==> config.mk <==
export PLATFORM = sky130hd
export DESIGN_NAME = dmem_arbiter
export DESIGN_NICKNAME = d
export VERILOG_FILES = /design/src/rtl/dmem_arbiter.sv
export SDC_FILE = /design/constraint.sdc
export NUM_CORES = 1
export LEC_CHECK = 0
export CAP_MARGIN = 20
export CORE_AREA = 2 2 120 122
export CTS_CLUSTER_DIAMETER = 120
export DETAILED_ROUTE_END_ITERATION = 16
export DIE_AREA = 0 0 122 124
export PLACE_DENSITY = 0.69
export SKIP_LAST_GASP = 1
export SLEW_MARGIN = 20
export SYNTH_ARGS = -nofsm -noshare
export SYNTH_HDL_FRONTEND = slang
export SYNTH_SLANG_ARGS = --single-unit
==> constraint.sdc <==
create_clock -name clk -period 2.1 [get_ports clk]
set_clock_uncertainty 0.2 [all_clocks]
set_input_delay 0.42 -clock clk [delete_from_list [all_inputs] [get_ports clk]]
set_output_delay 0.42 -clock clk [all_outputs]
set_load 0.02 [all_outputs]
==> src/rtl/dmem_arbiter.sv <==
// Two-port (core / DMA) arbiter in front of the single-ported data_mem.
// Define DMEM_ARB_MISALIGN_CHK_EN to also reject misaligned half/word accesses.
module dmem_arbiter #(
   parameter int DATA_WIDTH = 32,
   parameter int ADDR_WIDTH = 32,
   parameter int MAX_WAIT   = 4
) (
   input  logic                  clk,
   input  logic                  rst_n,
   input  logic                  c_req,
   input  logic                  c_we,
   input  logic [2:0]            c_funct3,
   input  logic [ADDR_WIDTH-1:0] c_addr,
   input  logic [DATA_WIDTH-1:0] c_wdata,
   output logic                  c_gnt,
   output logic                  c_rvalid,
   output logic [DATA_WIDTH-1:0] c_rdata,
   output logic                  c_err,
   input  logic                  d_req,
   input  logic                  d_we,
   input  logic [2:0]            d_funct3,
   input  logic [ADDR_WIDTH-1:0] d_addr,
   input  logic [DATA_WIDTH-1:0] d_wdata,
   output logic                  d_gnt,
   output logic                  d_rvalid,
   output logic [DATA_WIDTH-1:0] d_rdata,
   output logic                  d_err,
   output logic                  mem_wr_en,
   output logic [2:0]            mem_funct3,
   output logic [ADDR_WIDTH-1:0] mem_addr,
   output logic [DATA_WIDTH-1:0] mem_wdata,
   input  logic [DATA_WIDTH-1:0] mem_rdata
);

   typedef enum logic {CORE_PRI, DMA_PRI} state_t;

   localparam logic [3:0] L_WLIM = 4'(MAX_WAIT - 1);

   state_t                r_state;
   state_t                w_state_nxt;
   logic [3:0]            r_wcnt;
   logic                  w_conflict;
   logic                  w_c_mis;
   logic                  w_d_mis;
   logic                  w_c_rej;
   logic                  w_d_rej;
   logic                  w_rej;
   logic                  w_we;
   logic [DATA_WIDTH-1:0] w_rd;

   function automatic logic f_bad_f3(input logic we, input logic [2:0] f3);
      logic bad;
      if (we) bad = !(f3 inside {3'b000, 3'b001, 3'b010});
      else    bad = !(f3 inside {3'b000, 3'b001, 3'b010, 3'b100, 3'b101});
      return bad;
   endfunction

`ifdef DMEM_ARB_MISALIGN_CHK_EN
   assign w_c_mis = ((c_funct3[1:0] == 2'b01) && c_addr[0]) ||
                    ((c_funct3[1:0] == 2'b10) && (c_addr[1:0] != 2'b00));
   assign w_d_mis = ((d_funct3[1:0] == 2'b01) && d_addr[0]) ||
                    ((d_funct3[1:0] == 2'b10) && (d_addr[1:0] != 2'b00));
`else
   assign w_c_mis = 1'b0;
   assign w_d_mis = 1'b0;
`endif

   assign w_c_rej    = f_bad_f3(c_we, c_funct3) | w_c_mis;
   assign w_d_rej    = f_bad_f3(d_we, d_funct3) | w_d_mis;
   assign w_conflict = c_req & d_req;

   always_ff @(posedge clk or negedge rst_n) begin
      if (!rst_n) r_state <= CORE_PRI;
      else        r_state <= w_state_nxt;
   end

   always_comb begin
      w_state_nxt = r_state;
      unique case (r_state)
         CORE_PRI:
            if (w_conflict && (r_wcnt == L_WLIM)) w_state_nxt = DMA_PRI;
         DMA_PRI:
            if (d_gnt) w_state_nxt = CORE_PRI;
         default: w_state_nxt = CORE_PRI;
      endcase
   end

   // Grants are gated by rst_n so nothing is granted while reset is held.
   always_comb begin
      c_gnt = 1'b0;
      d_gnt = 1'b0;
      if (rst_n) begin
         if (w_conflict) begin
            c_gnt = (r_state == CORE_PRI);
            d_gnt = (r_state == DMA_PRI);
         end else begin
            c_gnt = c_req;
            d_gnt = d_req;
         end
      end
   end

   always_ff @(posedge clk or negedge rst_n) begin
      if (!rst_n)                 r_wcnt <= 4'd0;
      else if (d_req && !d_gnt) begin
         if (r_wcnt != 4'hF)      r_wcnt <= r_wcnt + 4'd1;
      end else                    r_wcnt <= 4'd0;
   end

   always_comb begin
      w_we       = 1'b0;
      w_rej      = 1'b0;
      mem_funct3 = 3'b010;
      mem_addr   = '0;
      mem_wdata  = '0;
      if (c_gnt) begin
         w_we       = c_we;
         w_rej      = w_c_rej;
         mem_funct3 = c_funct3;
         mem_addr   = c_addr;
         mem_wdata  = c_wdata;
      end else if (d_gnt) begin
         w_we       = d_we;
         w_rej      = w_d_rej;
         mem_funct3 = d_funct3;
         mem_addr   = d_addr;
         mem_wdata  = d_wdata;
      end
   end

   assign mem_wr_en = (c_gnt | d_gnt) & w_we & ~w_rej;
   assign w_rd      = (w_we | w_rej) ? '0 : mem_rdata;

   always_ff @(posedge clk or negedge rst_n) begin
      if (!rst_n) begin
         c_rvalid <= 1'b0;
         c_rdata  <= '0;
         c_err    <= 1'b0;
         d_rvalid <= 1'b0;
         d_rdata  <= '0;
         d_err    <= 1'b0;
      end else begin
         c_rvalid <= c_gnt;
         d_rvalid <= d_gnt;
         if (c_gnt) begin
            c_rdata <= w_rd;
            c_err   <= w_rej;
         end
         if (d_gnt) begin
            d_rdata <= w_rd;
            d_err   <= w_rej;
         end
      end
   end

endmodule

**Word level (Yosys, flattened, before mapping)**

Index checks and enable logic that the tools add are counted.

- Logic and storage cells: 62
- Output and inout port bits: 138
- Input bits: 172
- Register bits after elaboration: 73

- Equal/unequal tests: 11
- Reduce and logical (&&, ||, !) cells: 13
- Add/subtract/negate cells: 1
- Bitwise gates (word level): 7
- Multiplexer cells: 22

Operators by type and width:

| kind | number |
|---|---|
| 32-bit 2-to-1 mux | 5 |
| 3-bit == test (second input constant) | 4 |
| 1-bit 2-to-1 mux | 12 |
| 5-bit nonzero test | 2 |
| 4-bit 2-to-1 mux | 2 |
| 3-bit by 1-bit == test with 1-bit output (second input constant) | 2 |
| 3-bit by 2-bit == test with 1-bit output (second input constant) | 2 |
| 3-bit zero test | 2 |
| 3-bit 2-to-1 mux | 2 |
| 3-bit nonzero test | 2 |
| 1-bit zero test | 5 |
| 4-bit by 1-bit adder with 4-bit output (second input constant) | 1 |
| 4-bit by 2-bit == test with 1-bit output (second input constant) | 1 |
| 4-bit != test (second input constant) | 1 |
| 1-bit bitwise AND | 3 |
| 1-bit logical AND | 2 |
| 2-bit by 1-bit != test with 1-bit output (second input constant) | 1 |
| 1-bit NOT | 2 |
| 1-bit bitwise OR | 2 |
| 1-bit one-hot mux with 2 select lines | 1 |

**Logic depth before layout (Yosys ltp)**

- Word-level depth: 8
- Mapped depth: 6
- Gate-level depth less buffers: 5

**Worst setup path before layout**

OpenSTA, ideal clock, no wires.

- Path kind: input -> output
- From: input d_req
- To: output mem_wr_en
- Arrival time: 1.248 ns
- Path slack: 0.232 ns
- Path buffers: 1
- Stages on the path: 6
- Required time: 1.480 ns
- Cells stage by stage: nand2_1 -> nand3_2 -> inv_4 -> buf_4 -> nand3_1 -> nand2_1

- Elaborated cells on any way between the ends: 13
- Classes of those cells: mux (8); bitwise (5)

RTL lines:

| item | line | RTL |
|---|---|---|
| start: declaration | 19 | `input logic d_req,` |
| 1-bit bitwise AND (*) | 70 | `assign w_conflict = c_req & d_req;` |
| 1-bit 2-to-1 mux (*) | 93 | `if (w_conflict) begin` |
| 1-bit 2-to-1 mux (*) | 92 | `if (rst_n) begin` |
| named net c_gnt | 15 | `output logic c_gnt,` |
| 1-bit bitwise OR or 1-bit 2-to-1 mux (tied branches) | 131, 116 |  |
| 1-bit bitwise AND or 1-bit NOT (tied branches) | 131 | `assign mem_wr_en = (c_gnt \| d_gnt) & w_we & ~w_rej;` |
| 1-bit bitwise AND (*) | 131 |  |
| end: declaration | 28 | `output logic mem_wr_en,` |

Mark *: on every way through the listed nets, which the timed path passes. The rest lies on a longest branch.

**Worst setup path after layout**

- From: register r_state
- To: output mem_addr[10]

- Cells in the longest elaborated chain, start to end: 4
- Elaborated cells on any way between the ends: 7
- Classes of those cells: mux (6); bitwise (1)

RTL lines:

| item | line | RTL |
|---|---|---|
| start: declaration | 39 | `state_t r_state;` |
| start signal: assignment | 74 | `else r_state <= w_state_nxt;` |
| 1-bit 2-to-1 mux or 1-bit NOT (tied branches) | n/a |  |
| 1-bit 2-to-1 mux, on equally long branches | 92, 93 |  |
| 32-bit 2-to-1 mux or 1-bit 2-to-1 mux (tied branches) | 122, 92 |  |
| 32-bit 2-to-1 mux (*) | 116 | `if (c_gnt) begin` |
| end: declaration | 30 | `output logic [ADDR_WIDTH-1:0] mem_addr,` |

Every way passes the cells marked *; elsewhere a longest branch is shown, timed or not.

==> results.json <==
{
  "endpoint_kind": "output port",
  "r2r_setup_slack_ps": 380,
  "final_common_cell": "clkdlybuf4s50_1",
  "yosys_warnings": 0,
  "r2r_cells": 8,
  "clkTransAtPathRegs_ps": 60,
  "routed_wl_um": 17700,
  "slowest_stage": "dfrtp_1",
  "vias": 4478,
  "max_cap_viol_count": 0,
  "tightest_slew_ps": 872,
  "arrival_ps": 1640,
  "portBuffers": 309,
  "drive_gt1_frac": 0.196,
  "power.internal_w": 0.00379,
  "overflow": 0,
  "coreArea_mm2": 0.0137,
  "cts_tree": "done",
  "power_w": 0.00549,
  "r2r_end": "c_rdata[22]",
  "clock-sinks": 73,
  "cts_buffers": 9,
  "vdd_drop_max_v": 0.000337,
  "fin_area_mm2": 0.00775,
  "final_cell_mix": "236 x clkdlybuf4s50_1, 133 x nand2_1, 73 x dfrtp_1, 63 x a22o_1, 48 x buf_4",
  "p_switching_w": 0.00171,
  "swShare": 0.311,
  "drv_slew": 0,
  "synth_edf_count": 0,
  "yosys_register_bits": 73,
  "setup_tns_ps": -7560,
  "ant_nets": 0,
  "ys_seq_area_frac": 0.499,
  "status": "finished with violations",
  "hpwl_um": 13500,
  "antenna_found_initial": 0,
  "rsz0062_at_grt": "yes",
  "via_per_inst": 4.85,
  "utilization": 0.565,
  "pin_count": 310,
  "design.die.area_mm2": 0.0151,
  "crit-reg2reg-launch": "r_state",
  "die_h_um": 124,
  "syn_inst": 401,
  "synthArstFlopShare": 1.00,
  "violations": "negative setup slack",
  "chipWidth_um": 122,
  "grt_max_degree": 69,
  "place_congestion": 0.960,
  "synth_cell_types": 29,
  "hold_viol_final": 0,
  "fin_crit_ps": 2260,
  "dpl_cell_area_mm2": 0.00709,
  "cp-start-kind": "register",
  "crit_chain": "nand2_2, nand3_4, clkinv_2, buf_12, a22o_1, buf_4",
  "rows": 43,
  "p_leak_nw": 3.51,
  "grt_pass1_wl_um": 25900,
  "slew_headroom": 0.419,
  "drt_pass1_iterations": 5,
  "avgSynthCellArea_um2": 9.12,
  "wl_per_cell_um": 19.2,
  "power_frac_seq": 0.309,
  "crit_type": "register to output port",
  "synth_nets": 574,
  "antenna_cells": 0,
  "grt_use_total": 0.229,
  "p_comb_frac": 0.391,
  "cts_root_buf": "clkbuf_16",
  "crit_required_ps": 1480,
  "max_freq_mhz": 442,
  "clock_latency_ps": 330,
  "period_share": 1.08,
  "post-route-worst-setup-slack_ps": -164,
  "drt_iter0_markers": 369,
  "p_per_area_mw_per_mm2": 708,
  "drc": 0,
  "hold_class": "primary input to async pin",
  "cp.buffers_inverters": 3,
  "layout.nets": 912,
  "setup_violations": 68,
  "clock_power_share": 0.299,
  "post-place-ws_ps": -824,
  "synth_area_mm2": 0.00366,
  "start_util": 0.267,
  "crit_path_max_fanout": 13,
  "cts_max_level": 3,
  "grt_pass1_vias": 4574,
  "syn_to_final_growth_pct": 112,
  "cp_slowest_stage_delay_ps": 380,
  "synth-main-ff-cell": "dfrtp_1",
  "clockBufferDepth": 2,
  "critPathTopFamily": "buffers and inverters"
}
[layer usage]
layer  routed length (µm)  track usage
met1                 6840        0.272
met2                 9210        0.412
met3                 1290       0.0435
met4                  369       0.0812
met5                    0            0
[cell usage after synthesis, types with 2 or more instances]
master / number / area, µm²
a21oi_1: 3 / 15.0
a22o_1: 66 / 578
a31oi_1: 2 / 12.5
buf_2: 9 / 45.0
buf_4: 8 / 60.1
buf_6: 7 / 78.8
clkbuf_1: 7 / 26.3
dfrtp_1: 73 / 1830
inv_4: 2 / 12.5
nand2_1: 134 / 503
nand2b_1: 2 / 12.5
nand3_1: 35 / 175
nor2_1: 4 / 15.0
o21ai_0: 2 / 10.0
o21ai_1: 33 / 165
[final cells by class]
| class | count | area (µm²) |
|---|---|---|
| Multi-Input combinational cell | 294 | 1660 |
| Tap cell | 180 | 225 |
| Timing Repair Buffer | 358 | 3700 |
| Sequential cell | 73 | 1830 |
| Timing Repair inverter | 1 | 5.00 |
| Clock buffer | 11 | 243 |
| Inverter | 2 | 22.5 |
| Clock inverter | 5 | 78.8 |
| Fill cell | 1199 | 5970 |
[registers in the layout, indices dropped and copies added, names as in the netlist]
signal,cells
d_err,1
d_rdata,32
r_state,1
c_rvalid,1
c_rdata,32
d_rvalid,1
r_wcnt,4
c_err,1
[worst max path at each step]
stage	start	cells past startpoint	slack, ps	endpoint
after detailed placement	d_req	7	-820	mem_addr[2]
after global routing	r_state	6	-200	mem_addr[31]
after floorplan	d_req	6	230	mem_wr_en
after global placement	d_req	7	-790	mem_addr[2]
final	r_state	6	-160	mem_addr[10]
after CTS	r_state	7	-170	mem_addr[2]
[worst register-to-register path: stages, from the launching register on]
cell and delay, ps:
dfrtp_1 400, nand2_2 100, nand3_4 110, inv_8 110, buf_4 130, buf_4 100, buf_4 270, nand3_1 140
nand2_1 90
[cell families after synthesis]
kind of cell / share of synthesized area
compound gates: 0.220
xor+xnor: 0.00239
fa+ha+maj: 0.00342
buf+inv: 0.0619
flops: 0.499
mux: 0.00274
simple gates: 0.210
[timing repair]
action	in CTS	in global routing
cloned	6	2
hold buffers	1	0
setup buffers	8	1
pin swaps	30	7
gates resized for setup	381	5
setup endpoints to repair	70	69
hold endpoints to repair	5	0
[power groups by stage]
stage / clock network [W] / registers [W] / logic, W
floorplan: 0 / 0.00192 / 0.000642
CTS: 0.00168 / 0.00170 / 0.00214
global placement: 0 / 0.00171 / 0.00197
finish: 0.00164 / 0.00170 / 0.00215
global route: 0.00173 / 0.00172 / 0.00227
detailed placement: 0 / 0.00172 / 0.00199
[per-stage QoR]
step	instances	hold WS, ps
floorplan	401	-75.6
CTS	922	195
global route	924	262
finish	924	166
global placement	891	196
detailed placement	891	197
Note: power is estimated with default switching activity, not from simulation.
